`config.mk`:
```
export PLATFORM = sky130hd
export DESIGN_NAME = decoder_nx2n_seq
export DESIGN_NICKNAME = d
export VERILOG_FILES = /design/src/rtl/decoder_pkg.sv /design/src/rtl/decode_core.sv /design/src/rtl/decoder_nx2n_seq.sv
export SDC_FILE = /design/constraint.sdc
export NUM_CORES = 1
export LEC_CHECK = 0
export ABC_AREA = 1
export CAP_MARGIN = 20
export CELL_PAD_IN_SITES_DETAIL_PLACEMENT = 0
export CELL_PAD_IN_SITES_GLOBAL_PLACEMENT = 1
export CORE_ASPECT_RATIO = 1.4
export CORE_MARGIN = 4
export CORE_UTILIZATION = 40
export DETAILED_ROUTE_END_ITERATION = 6
export PLACE_DENSITY_LB_ADDON = 0.2
export SYNTH_ARGS = -nofsm -noshare
export SYNTH_HDL_FRONTEND = slang
export SYNTH_SLANG_ARGS = --single-unit
```
`constraint.sdc`:
```
create_clock -name clk -period 2.1 [get_ports clk]
set_input_delay 0.42 -clock clk [delete_from_list [all_inputs] [get_ports clk]]
set_output_delay 0.42 -clock clk [all_outputs]
set_load 0.1 [all_outputs]
```
`src/rtl/decoder_pkg.sv`:
```
// Shared types for the sequential N-to-2^N decoder: request modes and FSM states.
// No logic here. No latency or backpressure of its own.
package decoder_pkg;

    typedef enum logic [1:0] {
        MODE_ONEHOT  = 2'b00,
        MODE_THERM   = 2'b01,
        MODE_SWEEP   = 2'b10,
        MODE_ILLEGAL = 2'b11
    } mode_e;

    typedef enum logic {
        ST_IDLE  = 1'b0,
        ST_SWEEP = 1'b1
    } state_e;

endpackage

```
`src/rtl/decode_core.sv`:
```
// Combinational one-hot and thermometer decode of a select code.
// Latency 0. No backpressure; pure function of sel.
module decode_core #(
    parameter  int IN_W  = 3,
    localparam int OUT_W = 2**IN_W
) (
    input  logic [IN_W-1:0]  sel,
    output logic [OUT_W-1:0] onehot,
    output logic [OUT_W-1:0] therm
);

    always_comb begin
        onehot      = '0;
        onehot[sel] = 1'b1;
        for (int i = 0; i < OUT_W; i++) begin
            therm[i] = (i <= int'(sel));
        end
    end

endmodule

```
`src/rtl/decoder_nx2n_seq.sv`:
```
// Registered decoder: one-hot / thermometer single beats, or a 1<<k sweep of sel+1 beats.
// Latency 1 from acceptance. Holds the output beat while out_ready is low; no input accepted during a sweep.
module decoder_nx2n_seq
    import decoder_pkg::*;
#(
    parameter  int IN_W  = 3,
    localparam int OUT_W = 2**IN_W
) (
    input  logic             clk,
    input  logic             rst_n,
    input  logic [IN_W-1:0]  in_sel,
    input  logic [1:0]       in_mode,
    input  logic             in_valid,
    output logic             in_ready,
    output logic [OUT_W-1:0] out_data,
    output logic             out_valid,
    input  logic             out_ready,
    output logic             out_last,
    output logic             busy,
    output logic             err_mode
);

    state_e           state_q, state_d;
    logic [OUT_W-1:0] data_q,  data_d;
    logic             vld_q,   vld_d;
    logic             last_q,  last_d;
    logic             err_q,   err_d;
    logic [IN_W-1:0]  cnt_q,   cnt_d;
    logic [IN_W-1:0]  lim_q,   lim_d;

    logic             accept;
    logic             consume;
    logic [IN_W-1:0]  cnt_nxt;
    logic [IN_W-1:0]  core_sel;
    logic [OUT_W-1:0] dec_onehot;
    logic [OUT_W-1:0] dec_therm;
    mode_e            mode;

    assign mode     = mode_e'(in_mode);
    assign in_ready = (state_q == ST_IDLE) && (!vld_q || out_ready);
    assign accept   = in_valid && in_ready;
    assign consume  = vld_q && out_ready;
    assign cnt_nxt  = cnt_q + IN_W'(1);

    // The core is shared: it decodes the next sweep beat while sweeping, else the request.
    assign core_sel = (state_q == ST_SWEEP) ? cnt_nxt : in_sel;

    decode_core #(.IN_W(IN_W)) u_core (
        .sel    (core_sel),
        .onehot (dec_onehot),
        .therm  (dec_therm)
    );

    always_comb begin
        state_d = state_q;
        data_d  = data_q;
        vld_d   = vld_q;
        last_d  = last_q;
        cnt_d   = cnt_q;
        lim_d   = lim_q;
        err_d   = 1'b0;
        if (state_q == ST_IDLE) begin
            if (accept) begin
                vld_d  = 1'b1;
                last_d = 1'b1;
                cnt_d  = '0;
                case (mode)
                    MODE_ONEHOT:  data_d = dec_onehot;
                    MODE_THERM:   data_d = dec_therm;
                    MODE_ILLEGAL: begin
                        data_d = dec_onehot;
                        err_d  = 1'b1;
                    end
                    MODE_SWEEP: begin
                        data_d = OUT_W'(1);
                        last_d = (in_sel == '0);
                        lim_d  = in_sel;
                        if (in_sel != '0) begin
                            state_d = ST_SWEEP;
                        end
                    end
                    default:      data_d = dec_onehot;
                endcase
            end else if (consume) begin
                vld_d  = 1'b0;
                last_d = 1'b0;
                data_d = '0;
            end
        end else if (consume) begin
            if (cnt_q == lim_q) begin
                state_d = ST_IDLE;
                vld_d   = 1'b0;
                last_d  = 1'b0;
                data_d  = '0;
                cnt_d   = '0;
            end else begin
                cnt_d  = cnt_nxt;
                data_d = dec_onehot;
                last_d = (cnt_nxt == lim_q);
            end
        end
    end

    always_ff @(posedge clk or negedge rst_n) begin
        if (!rst_n) begin
            state_q <= ST_IDLE;
            data_q  <= '0;
            vld_q   <= 1'b0;
            last_q  <= 1'b0;
            err_q   <= 1'b0;
            cnt_q   <= '0;
            lim_q   <= '0;
        end else begin
            state_q <= state_d;
            data_q  <= data_d;
            vld_q   <= vld_d;
            last_q  <= last_d;
            err_q   <= err_d;
            cnt_q   <= cnt_d;
            lim_q   <= lim_d;
        end
    end

    assign out_data  = data_q;
    assign out_valid = vld_q;
    assign out_last  = last_q;
    assign err_mode  = err_q;
    assign busy      = (state_q == ST_SWEEP);

endmodule

```
==> results.yml <==
finish:
  layout_common_cells: "nand2_1 (55), inv_1 (24), dfrtp_1 (18)"
  final_common_cell: "nand2_1"
  num_antenna_cells: 0
  final_nets: 208
  fin_area_um2: 1535
  area_delta_synth_final_pct: 27.41
  layout-drive-gt1-share: 0.2010
logic_synthesis:
  synth_top_family_by_area: "simple AND/OR/NAND/NOR gates"
  synth-xor-area-share: 0.02181
  synth-edff-count: 0
  syn_area_um2: 1205
  syn_avg_cell_area_um2: 7.258
  synthFlopType: "dfrtp_1"
  synth-simple-area-share: 0.3634
  synth.area.mux_share: 0
  syn_inst: 166
  async_reset_ff_frac: 1.000
  synth_compound_area_frac: 0.09761
  synth_top_area_share: 0.3738
  synth_top_area_cell: "dfrtp_1"
  synth-seq-cells: 18
  synth_fa_ha_area_frac: 0.04154
  synth.area.top_cells: "dfrtp_1 (37%), nand2_1 (17%), inv_1 (7.5%), ha_1 (4.2%), nand2_4 (3.7%)"
  synthesis.nets: 179
  synth_sequential_area_ratio: 0.3738
  yosys_warnings: 0
  synth.distinct_cells: 27
clock_tree:
  clock_latency_ns: 0.27
  cts_buffers: 3
  ctsResizeCount: 0
  cts_buffer_depth: 2
  cts_hold_buf: 0
  cts_tree: "yes"
  cts_setup_buffers: 0
  clkSinkCount: 18
  path_clk_slew_ns: 0.08
  htreeDepth: 1
  clock-root-buffer: "clkbuf_8"
place:
  dpl.hpwl_mm: 2.332
  port_buffers: 21
  post_dp_cell_area_um2: 1480
  place.gp.congestion: 0.8087
worst_setup_path:
  path_max_fanout: 3
  critPathCaptureType: "output port"
  arrival_ns: 1.30
  path_class: "input port to output port"
  critPathLaunchType: "input port"
  crit_required_ns: 1.68
sta:
  max_slew_margin: 0.6459
  rsz0062_at_grt: "false"
  tns_ns: 0
  hold_viol_final: 0
  finalCritPeriodShare: 0.8203
  min_period_ns: 1.723
  finalSetupViolCount: 0
  fmax_mhz: 580.5
  skew_ns: 0.005957
  drv_slew: 0
  whs_ns: 0.4791
  worst_pin_slew_ns: 0.5312
worst_hold_path:
  min_path_type: "input port to async pin"
floorplan:
  start_util: 0.4187
  num_rows: 23
  core_um2: 2878
  dieArea_um2: 3967
  die_h_um: 72.94
  die_w_um: 54.39
  boundaryPins: 22
routing:
  drc: 0
  drt_wl_total_mm: 2.981
  vias_per_cell: 4.874
  drtIter0Drc: 17
  num_vias: 1126
  ant_nets: 0
  firstDrtPassIters: 4
  post_drt_wl_per_cell_um: 12.90
global_routing:
  grt_pass1_wl_mm: 5.043
  grt_pass1_vias: 1167
  grt_usage: 0.1763
  grt.overflow.total: 0
  grt_max_degree: 19
  antenna_found_initial: 0
job:
  cap_viol_max_count: 0
run_status:
  outcome: "completed"
## registers in the layout (all words and copies together), names as in the netlist
| name | cells |
|---|---|
| busy | 1 |
| out_valid | 1 |
| err_mode | 1 |
| cnt_q | 3 |
| lim_q | 3 |
| out_data | 8 |
| out_last | 1 |
## cells by family (layout without fill, tap and decap cells)
kind of cell,count (synthesis),after routing
and+or+nand+nor,90,90
buffers and inverters,30,58
AOI/OAI and AO/OA,21,21
DFF,18,18
adders and majority gates,4,4
xor gates and xnor gates,3,3
## worst paths after layout
check,start,slack [ns],endpoint,cells after the start
min in group clk,out_data[1],0.49,out_data[1],2
hold reg to reg,out_data[1],0.49,out_data[1],2
max in group asynchronous,rst_n,1.41,cnt_q[0],2
setup reg to reg,busy,0.49,out_data[3],7
setup / recovery,out_ready,0.38,in_ready,4
hold / removal,rst_n,0.48,out_valid,2
## worst max-delay path, stage by stage
cell	delay [ns]
clkdlybuf4s50_1	0.45
nor2_1	0.20
nor2_4	0.05
buf_12	0.18
## cell usage after synthesis (3+ instances only)
master   number
dfrtp_1      18
nor2_1       10
nand3_1       8
nand2_4       4
a21oi_1       5
o21ai_0       5
inv_1        24
o22ai_1       3
nand4_1       3
o21ai_1       5
ha_1          4
nand2_1      55
inv_2         4
## area by class of cell
cell class / instances / area (µm²)
multi-input combinational: 118 / 639.4
timing repair buffer: 25 / 232.7
fill: 293 / 1343
inverter: 29 / 111.4
tap: 37 / 46.29
sequential: 18 / 450.4
clock buffer: 4 / 55.05
## per-layer routing
metal / part of all wire / vias to the layer above / wire length, µm / track usage
met4: 0.031 / 0 / 91 / 0.1025
met1: 0.40 / 512 / 1181 / 0.1954
met5: 0 / - / 0 / 0
met3: 0.036 / 9 / 108 / 0.03067
met2: 0.54 / 26 / 1600 / 0.3023
li1: - / 579 / - / -
## stage by stage
step | instances | utilization | setup slack [ns]
after CTS | 231 | 0.5335 | 0.3705
final | 231 | 0.5335 | 0.3774
after global placement | 227 | 0.5143 | 0.1414
after floorplan | 166 | - | 0.09504
after global routing | 231 | 0.5335 | 0.2478
after detailed placement | 227 | 0.5143 | 0.1144
Power is left out: the tool's default activity adds up to more than one toggle a clock period on the data nets, which glitch-free logic cannot reach.
